<file path="src/rtl/ahb_pkg.sv">
// Shared AHB-Lite encodings for the master-port decoder slice.
// Provides HTRANS/HRESP codes, default-slave FSM states and slave counts.
package ahb_pkg;

    typedef enum logic [1:0] {
        HT_IDLE   = 2'b00,
        HT_BUSY   = 2'b01,
        HT_NONSEQ = 2'b10,
        HT_SEQ    = 2'b11
    } htrans_e;

    typedef enum logic {
        HR_OKAY  = 1'b0,
        HR_ERROR = 1'b1
    } hresp_e;

    typedef enum logic [1:0] {
        DS_OK   = 2'd0,
        DS_ERR1 = 2'd1,
        DS_ERR2 = 2'd2
    } def_state_e;

    localparam int NUM_SLV = 5;
    localparam int DEF_IDX = 5;

endpackage

</file>
<file path="src/rtl/ahb_dec_sel_if.sv">
// Master-port bus bundle between the AHB master side and the decoder.
// master: drives haddr/htrans/hready; slave: returns hsel/dsel/default resp.
interface ahb_dec_sel_if
    import ahb_pkg::*;
#(
    parameter int AW = 32
);
    logic [AW-1:0]      haddr;
    logic [1:0]         htrans;
    logic               hready;
    logic [NUM_SLV-1:0] hsel;
    logic [NUM_SLV:0]   dsel;
    logic               hreadyout_def;
    logic               hresp_def;

    modport master (
        output haddr, htrans, hready,
        input  hsel, dsel, hreadyout_def, hresp_def
    );

    modport slave (
        input  haddr, htrans, hready,
        output hsel, dsel, hreadyout_def, hresp_def
    );
endinterface

</file>
<file path="src/rtl/ahb_default_slave.sv">
// Default (error) slave: two-cycle ERROR for active unmapped transfers.
// In: clk, rst, hsel_def, htrans, hready. Out: hreadyout_def, hresp_def.
module ahb_default_slave
    import ahb_pkg::*;
(
    input  logic       clk,
    input  logic       rst,
    input  logic       hsel_def,
    input  logic [1:0] htrans,
    input  logic       hready,
    output logic       hreadyout_def,
    output logic       hresp_def
);
    def_state_e state;
    def_state_e nxt;
    logic       err_req;

    // Only NONSEQ/SEQ need a response; IDLE/BUSY get a zero-wait OKAY.
    assign err_req = hready & hsel_def & htrans[1];

    always_ff @(posedge clk) begin
        if (rst) state <= DS_OK;
        else     state <= nxt;
    end

    // Outputs decode the registered state only.
    always_comb begin
        nxt           = DS_OK;
        hreadyout_def = 1'b1;
        hresp_def     = HR_OKAY;
        unique case (state)
            DS_OK: begin
                if (err_req) nxt = DS_ERR1;
            end
            DS_ERR1: begin
                hreadyout_def = 1'b0;
                hresp_def     = HR_ERROR;
                nxt           = DS_ERR2;
            end
            DS_ERR2: begin
                hresp_def = HR_ERROR;
                if (err_req) nxt = DS_ERR1;
            end
            default: nxt = DS_OK;
        endcase
    end
endmodule

</file>
<file path="src/rtl/ahb_dec_sel.sv">
// Address decoder and data-phase select for one AHB-Lite master port.
// In: clk, rst, bus.haddr/htrans/hready. Out: bus.hsel, dsel, default resp.
module ahb_dec_sel
    import ahb_pkg::*;
#(
    parameter int         AW     = 32,
    parameter logic [3:0] S0_REG = 4'h0,
    parameter logic [3:0] S1_REG = 4'h1,
    parameter logic [3:0] S2_REG = 4'h2,
    parameter logic [3:0] S3_REG = 4'h3,
    parameter logic [3:0] S4_REG = 4'h4
)(
    input  logic          clk,
    input  logic          rst,
    ahb_dec_sel_if.slave  bus
);
    logic [3:0]         tag;
    logic [NUM_SLV-1:0] hsel;
    logic               def_hit;
    logic [NUM_SLV:0]   dsel_q;

    assign tag = bus.haddr[AW-1 -: 4];

    // Priority chain keeps hsel one-hot even if region tags overlap.
    always_comb begin
        hsel = '0;
        if      (tag == S0_REG) hsel[0] = 1'b1;
        else if (tag == S1_REG) hsel[1] = 1'b1;
        else if (tag == S2_REG) hsel[2] = 1'b1;
        else if (tag == S3_REG) hsel[3] = 1'b1;
        else if (tag == S4_REG) hsel[4] = 1'b1;
    end

    assign def_hit = ~|hsel;

    // Reset selects the default slave so bus HREADY is high out of reset.
    always_ff @(posedge clk) begin
        if (rst) begin
            dsel_q          <= '0;
            dsel_q[DEF_IDX] <= 1'b1;
        end else if (bus.hready) begin
            dsel_q <= {def_hit, hsel};
        end
    end

    ahb_default_slave u_def (
        .clk           (clk),
        .rst           (rst),
        .hsel_def      (def_hit),
        .htrans        (bus.htrans),
        .hready        (bus.hready),
        .hreadyout_def (bus.hreadyout_def),
        .hresp_def     (bus.hresp_def)
    );

    assign bus.hsel = hsel;
    assign bus.dsel = dsel_q;
endmodule
</file>
<file path="src/flat_wrapper.sv">
// flat-port wrapper written by rule: the top's interface ports become plain ports
module ahb_dec_sel_flat import ahb_pkg::*;
#(
    parameter int         AW     = 32,
    parameter logic [3:0] S0_REG = 4'h0,
    parameter logic [3:0] S1_REG = 4'h1,
    parameter logic [3:0] S2_REG = 4'h2,
    parameter logic [3:0] S3_REG = 4'h3,
    parameter logic [3:0] S4_REG = 4'h4
)
  (clk, rst, bus_haddr, bus_htrans, bus_hready, bus_hsel, bus_dsel, bus_hreadyout_def, bus_hresp_def);
  ahb_dec_sel_if #(.AW(AW)) bus_i ();
  input  logic clk;
  input  logic rst;
  input wire logic [$bits(bus_i.haddr)-1:0] bus_haddr;
  input wire logic [$bits(bus_i.htrans)-1:0] bus_htrans;
  input wire logic [$bits(bus_i.hready)-1:0] bus_hready;
  output wire logic [$bits(bus_i.hsel)-1:0] bus_hsel;
  output wire logic [$bits(bus_i.dsel)-1:0] bus_dsel;
  output wire logic [$bits(bus_i.hreadyout_def)-1:0] bus_hreadyout_def;
  output wire logic [$bits(bus_i.hresp_def)-1:0] bus_hresp_def;
  assign bus_i.haddr = bus_haddr;
  assign bus_i.htrans = bus_htrans;
  assign bus_i.hready = bus_hready;
  assign bus_hsel = bus_i.hsel;
  assign bus_dsel = bus_i.dsel;
  assign bus_hreadyout_def = bus_i.hreadyout_def;
  assign bus_hresp_def = bus_i.hresp_def;
  ahb_dec_sel #(.AW(AW), .S0_REG(S0_REG), .S1_REG(S1_REG), .S2_REG(S2_REG), .S3_REG(S3_REG), .S4_REG(S4_REG)) u_core (.clk(clk), .rst(rst), .bus(bus_i));
endmodule
</file>
<file path="config.mk">
export PLATFORM = sky130hd
export DESIGN_NAME = ahb_dec_sel_flat
export DESIGN_NICKNAME = d
export VERILOG_FILES = /design/src/rtl/ahb_pkg.sv /design/src/rtl/ahb_dec_sel_if.sv /design/src/rtl/ahb_default_slave.sv /design/src/rtl/ahb_dec_sel.sv /design/src/flat_wrapper.sv
export SDC_FILE = /design/constraint.sdc
export NUM_CORES = 1
export LEC_CHECK = 0
export CORE_ASPECT_RATIO = 1.2
export CORE_MARGIN = 10
export CORE_UTILIZATION = 24
export DETAILED_ROUTE_END_ITERATION = 12
export PLACE_DENSITY = 0.73
export SYNTH_ARGS = -nofsm -noshare
export SYNTH_HDL_FRONTEND = slang
export SYNTH_SLANG_ARGS = --single-unit
</file>
<file path="constraint.sdc">
create_clock -name clk -period 1.21 [get_ports clk]
set_clock_uncertainty 0.2 [all_clocks]
set_input_delay 0.121 -clock clk [delete_from_list [all_inputs] [get_ports clk]]
set_output_delay 0.121 -clock clk [all_outputs]
set_load 0.005 [all_outputs]
</file>
==> results.txt <==
The via count of the first global-routing pass came out at 491. The detailed-route vias per instance came out at 4.670. The synthesized netlist devotes 14.89% of its cell area to compound gates.

The fraction of registers with async set/reset came out at 0%. After synthesis, the cell types taking the most area are sky130_fd_sc_hd__dfxtp_1, sky130_fd_sc_hd__ha_1, sky130_fd_sc_hd__nor4b_2, sky130_fd_sc_hd__a31o_1, sky130_fd_sc_hd__nor3b_1. From synthesis to final layout, the design area changed by 95.48%. The endpoint identified for the worst register-to-register timing path is u_core.u_def.state[0]. The main combinational cell family by area after synthesis is simple AND/OR/NAND/NOR gates. The total iterations of the first detailed-routing run is 3. CTS placed an instance of sky130_fd_sc_hd__clkbuf_4 at the clock tree root. The number of nets at the end of the flow is 125. The launching point of the worst reg2reg path is u_core.u_def.state[1]. The pin count of the biggest net entering global routing is 12.

Global routing used under 10% of the available met1 tracks. The sequential-to-total area share from yosys stat is 34.04%. met2 is the most crowded layer. The fraction of synthesized cell area in xor and xnor cells is 0%.

From left edge to right edge, the die measures 60.42 microns. Setup repair after global routing could not meet its margin everywhere. The most used flip-flop cell after synthesis is sky130_fd_sc_hd__dfxtp_1. The number of clock sinks is 8. For the finished layout, the period the worst path requires is approximately 1.4 ns.

The overall die area is 0.004138 sq mm. The number of primary I/O pins came out at 50. The number of synthesis warnings came out at 0.

In this run the most critical hold path is launched from bus_haddr[30]. The number of nets produced by synthesis is slightly below 90. The sum of negative setup slack came out at -0.3418 ns. The arithmetic-cell share of the synthesized area counting full adders, half adders and majority gates came out at 13.30%. In the global route stage, met2 resource usage came out at 12.37%. At the pin with the least slew margin, the transition time is approximately 0.22 ns.

The count of pins over their slew limit is 0. The global-route usage over all layers is about 7.5%. The maximum clock insertion buffer count came out at 2. The wire-length estimate of the detail-placed layout is about 1100 microns.

The later pin in the worst-skew pair is clocked with a latency of 0.25 ns. The via total after detailed routing came out at 467. In this run the core area contains 17 standard-cell rows. The number of synthesized flops with an enable pin is 0.

The area share of the leading cell type in the synthesized netlist is 34.04%. The portion of the clock cycle consumed by the worst path in the final layout is 112.2%. The final reports fail on negative setup slack. For this block, the routed nets add up to 1503 microns of wire. The number of buffers created by CTS came out at 3. The area fraction in and, or, nand and nor cells after synthesis came out at 28.19%. The maximum fanout along the worst path is 2. The clock transition at the registers of the reported paths is ~0.050 ns. The die is roughly 69 microns tall. The tool flagged a number of max-cap violations equal to 0. After detailed routing, the average wire length per cell comes to 15.03 microns. The first-pass GRT wire length came out at 2304 microns. In the routed design, unresolved DRC markers number 0. TritonCTS built the clock tree. After synthesis, the mean cell area works out to 10.45 sq um. The run finished, with violations left. CTS built an H-tree with a depth of 1. The count of cell types in the netlist came out at 21. The congestion estimate from routability-driven global placement came to 0.8066.

The class of the worst hold path is in -> reg. The analysis attributes to cell leakage a power of 0.4036 nW. The share of synthesized area spent on multiplexers came out at 2.128%. The fraction of final layout cells with drive strength greater than 1 is roughly three fifths. Buffers inserted to repair hold after CTS numbered 0.

Yosys instantiated no cell more often than sky130_fd_sc_hd__dfxtp_1. The area of the core region is 0.001851 sq mm. The area of the mapped netlist came out at 470.5 sq um. The critical path is of the reg -> reg type. VDD sags by at most 0.3987 mV. The number of failing setup endpoints in the final timing report is 3. The total congestion overflow after global routing is 0. The path depth of the worst reg2reg path is 4. The capture point of the critical path is u_core.u_def.state[0]. The global-route track usage on met3 came out at about 4.2%. The headroom to the max-slew limit is 85.05%.

Across all register-to-register paths, the minimum setup slack is -0.15 ns. The number of antenna violations at the first check in global routing came out at 0. Data on the critical path arrives at its endpoint at between 1 and 1.5 ns. Counting instances in the post-synthesis netlist gives the leading cell types as sky130_fd_sc_hd__dfxtp_1, sky130_fd_sc_hd__ha_1, sky130_fd_sc_hd__a31o_1, sky130_fd_sc_hd__inv_1, sky130_fd_sc_hd__nor3b_1. The launch point of the worst path is u_core.u_def.state[1]. The sort of element at the end of the critical path is a register. Port buffering added 20 buffers. The overall power of the completed layout is 0.6327 mW. The iteration-0 DRC count of the detailed router is 6. The final antenna diode count came out at 0.

The number of instances in the synthesized netlist is 45. The total count of hold-check failures in the final report is 0. Power spread over the standard cell area amounts to about 690 mW/mm^2. The post-route worst setup slack came out at -0.1473 ns.

The required time at the worst-slack endpoint came out at between 1 and 1.5 ns. In this run the remaining antenna-violating nets after routing total 0. Synthesis inferred 8 register bits. The effective utilization at floorplan came out at approximately a quarter. The worst setup path is launched from a register. The biggest area contributor in the post-synthesis netlist is sky130_fd_sc_hd__dfxtp_1.

The maximum frequency from static timing analysis came out at 0.7368 GHz.
[worst min path at each step]
stage                          to  slack, ns  cells past startpoint
2_1_floorplan  u_core.bus.dsel[3]       0.07                      2
3_3_place_gp   u_core.bus.dsel[5]       0.28                      2
3_5_place_dp   u_core.bus.dsel[5]       0.30                      2
4_1_cts        u_core.bus.dsel[3]       0.01                      3
5_1_grt        u_core.bus.dsel[3]       0.03                      3
6_report       u_core.bus.dsel[3]       0.04                      3
[per-stage QoR]
stage	cell area [sq um]	setup WS [ns]	util, %	instances	hold slack, ns
global placement	779.5	-0.7446	42.12	94	0.2804
finish	919.6	-0.1473	49.70	100	0.04318
global route	919.6	-0.1913	49.70	100	0.02650
floorplan	470.5	0.004169	-	45	0.07015
CTS	844.6	-0.1664	45.64	99	0.01302
detailed placement	779.5	-0.7467	42.12	94	0.3004
[report_power, final]
part / switching, mW / internal (mW) / leakage [nW]
sequential: 0.00460 / 0.267 / 0.0664
combinational: 0.0716 / 0.0831 / 0.323
clock: 0.0930 / 0.114 / 0.0138
total: 0.169 / 0.464 / 0.404
[critical path, cell delays in order, from the launching register on]
cell and delay [ns]:
sky130_fd_sc_hd__dfxtp_4 0.36, sky130_fd_sc_hd__buf_6 0.12, sky130_fd_sc_hd__ha_4 0.15, sky130_fd_sc_hd__nor4bb_1 0.26, sky130_fd_sc_hd__o221a_2 0.21
[sequential cells by signal, indices dropped and copies added (netlist names)]
| signal | count |
|---|---|
| u_core.bus.dsel | 6 |
| u_core.u_def.state | 2 |
[cell usage in the layout (no fill, tap or decap), types with 2 or more instances in the layout]
| cell | synthesis | routed |
|---|---|---|
| sky130_fd_sc_hd__dlygate4sd2_1 | 0 | 7 |
| sky130_fd_sc_hd__dfxtp_4 | 0 | 2 |
| sky130_fd_sc_hd__nor3b_1 | 4 | 4 |
| sky130_fd_sc_hd__buf_2 | 3 | 5 |
| sky130_fd_sc_hd__a31o_1 | 4 | 4 |
| sky130_fd_sc_hd__ha_4 | 0 | 4 |
| sky130_fd_sc_hd__clkdlybuf4s50_1 | 0 | 2 |
| sky130_fd_sc_hd__inv_2 | 0 | 2 |
| sky130_fd_sc_hd__nor4b_4 | 0 | 3 |
| sky130_fd_sc_hd__buf_6 | 0 | 6 |
| sky130_fd_sc_hd__clkbuf_4 | 0 | 5 |
| sky130_fd_sc_hd__dfxtp_1 | 8 | 6 |
| sky130_fd_sc_hd__buf_4 | 0 | 13 |
[layout make-up]
type	instances	area, sq um
flip-flops and latches	8	167.7
multi-input cells	29	380.4
clock buffers	3	22.52
inverters	4	17.52
fillers	178	930.9
well taps	19	23.77
repair buffers	37	307.8
[what timing repair did]
| item | 4_1_cts | 5_1_grt |
|---|---|---|
| gates resized for setup | 69 | 13 |
| hold endpoints to repair | 0 | 0 |
| buffers inserted | 2 | 3 |
| setup endpoints to repair | 19 | 7 |
| pin swaps | 8 | 2 |
[metal layers]
metal  vias to the layer above  part of all wire, %
met2                        12                   50
met3                         0                  8.5
met4                         0                    0
met1                       217                   42
li1                        238                    -
met5                         -                    0
[cells by family (layout without fill, tap and decap cells)]
logic type               count (synthesis)  count (layout)
flip-flops                               8               8
AND/OR/NAND/NOR                         15              15
buffers and inverters                    8              44
adder cells (fa/ha/maj)                  5               5
multiplexers                             1               1
AO/OA/AOI/OAI                            8               8
(Power assumes the default switching activity.)
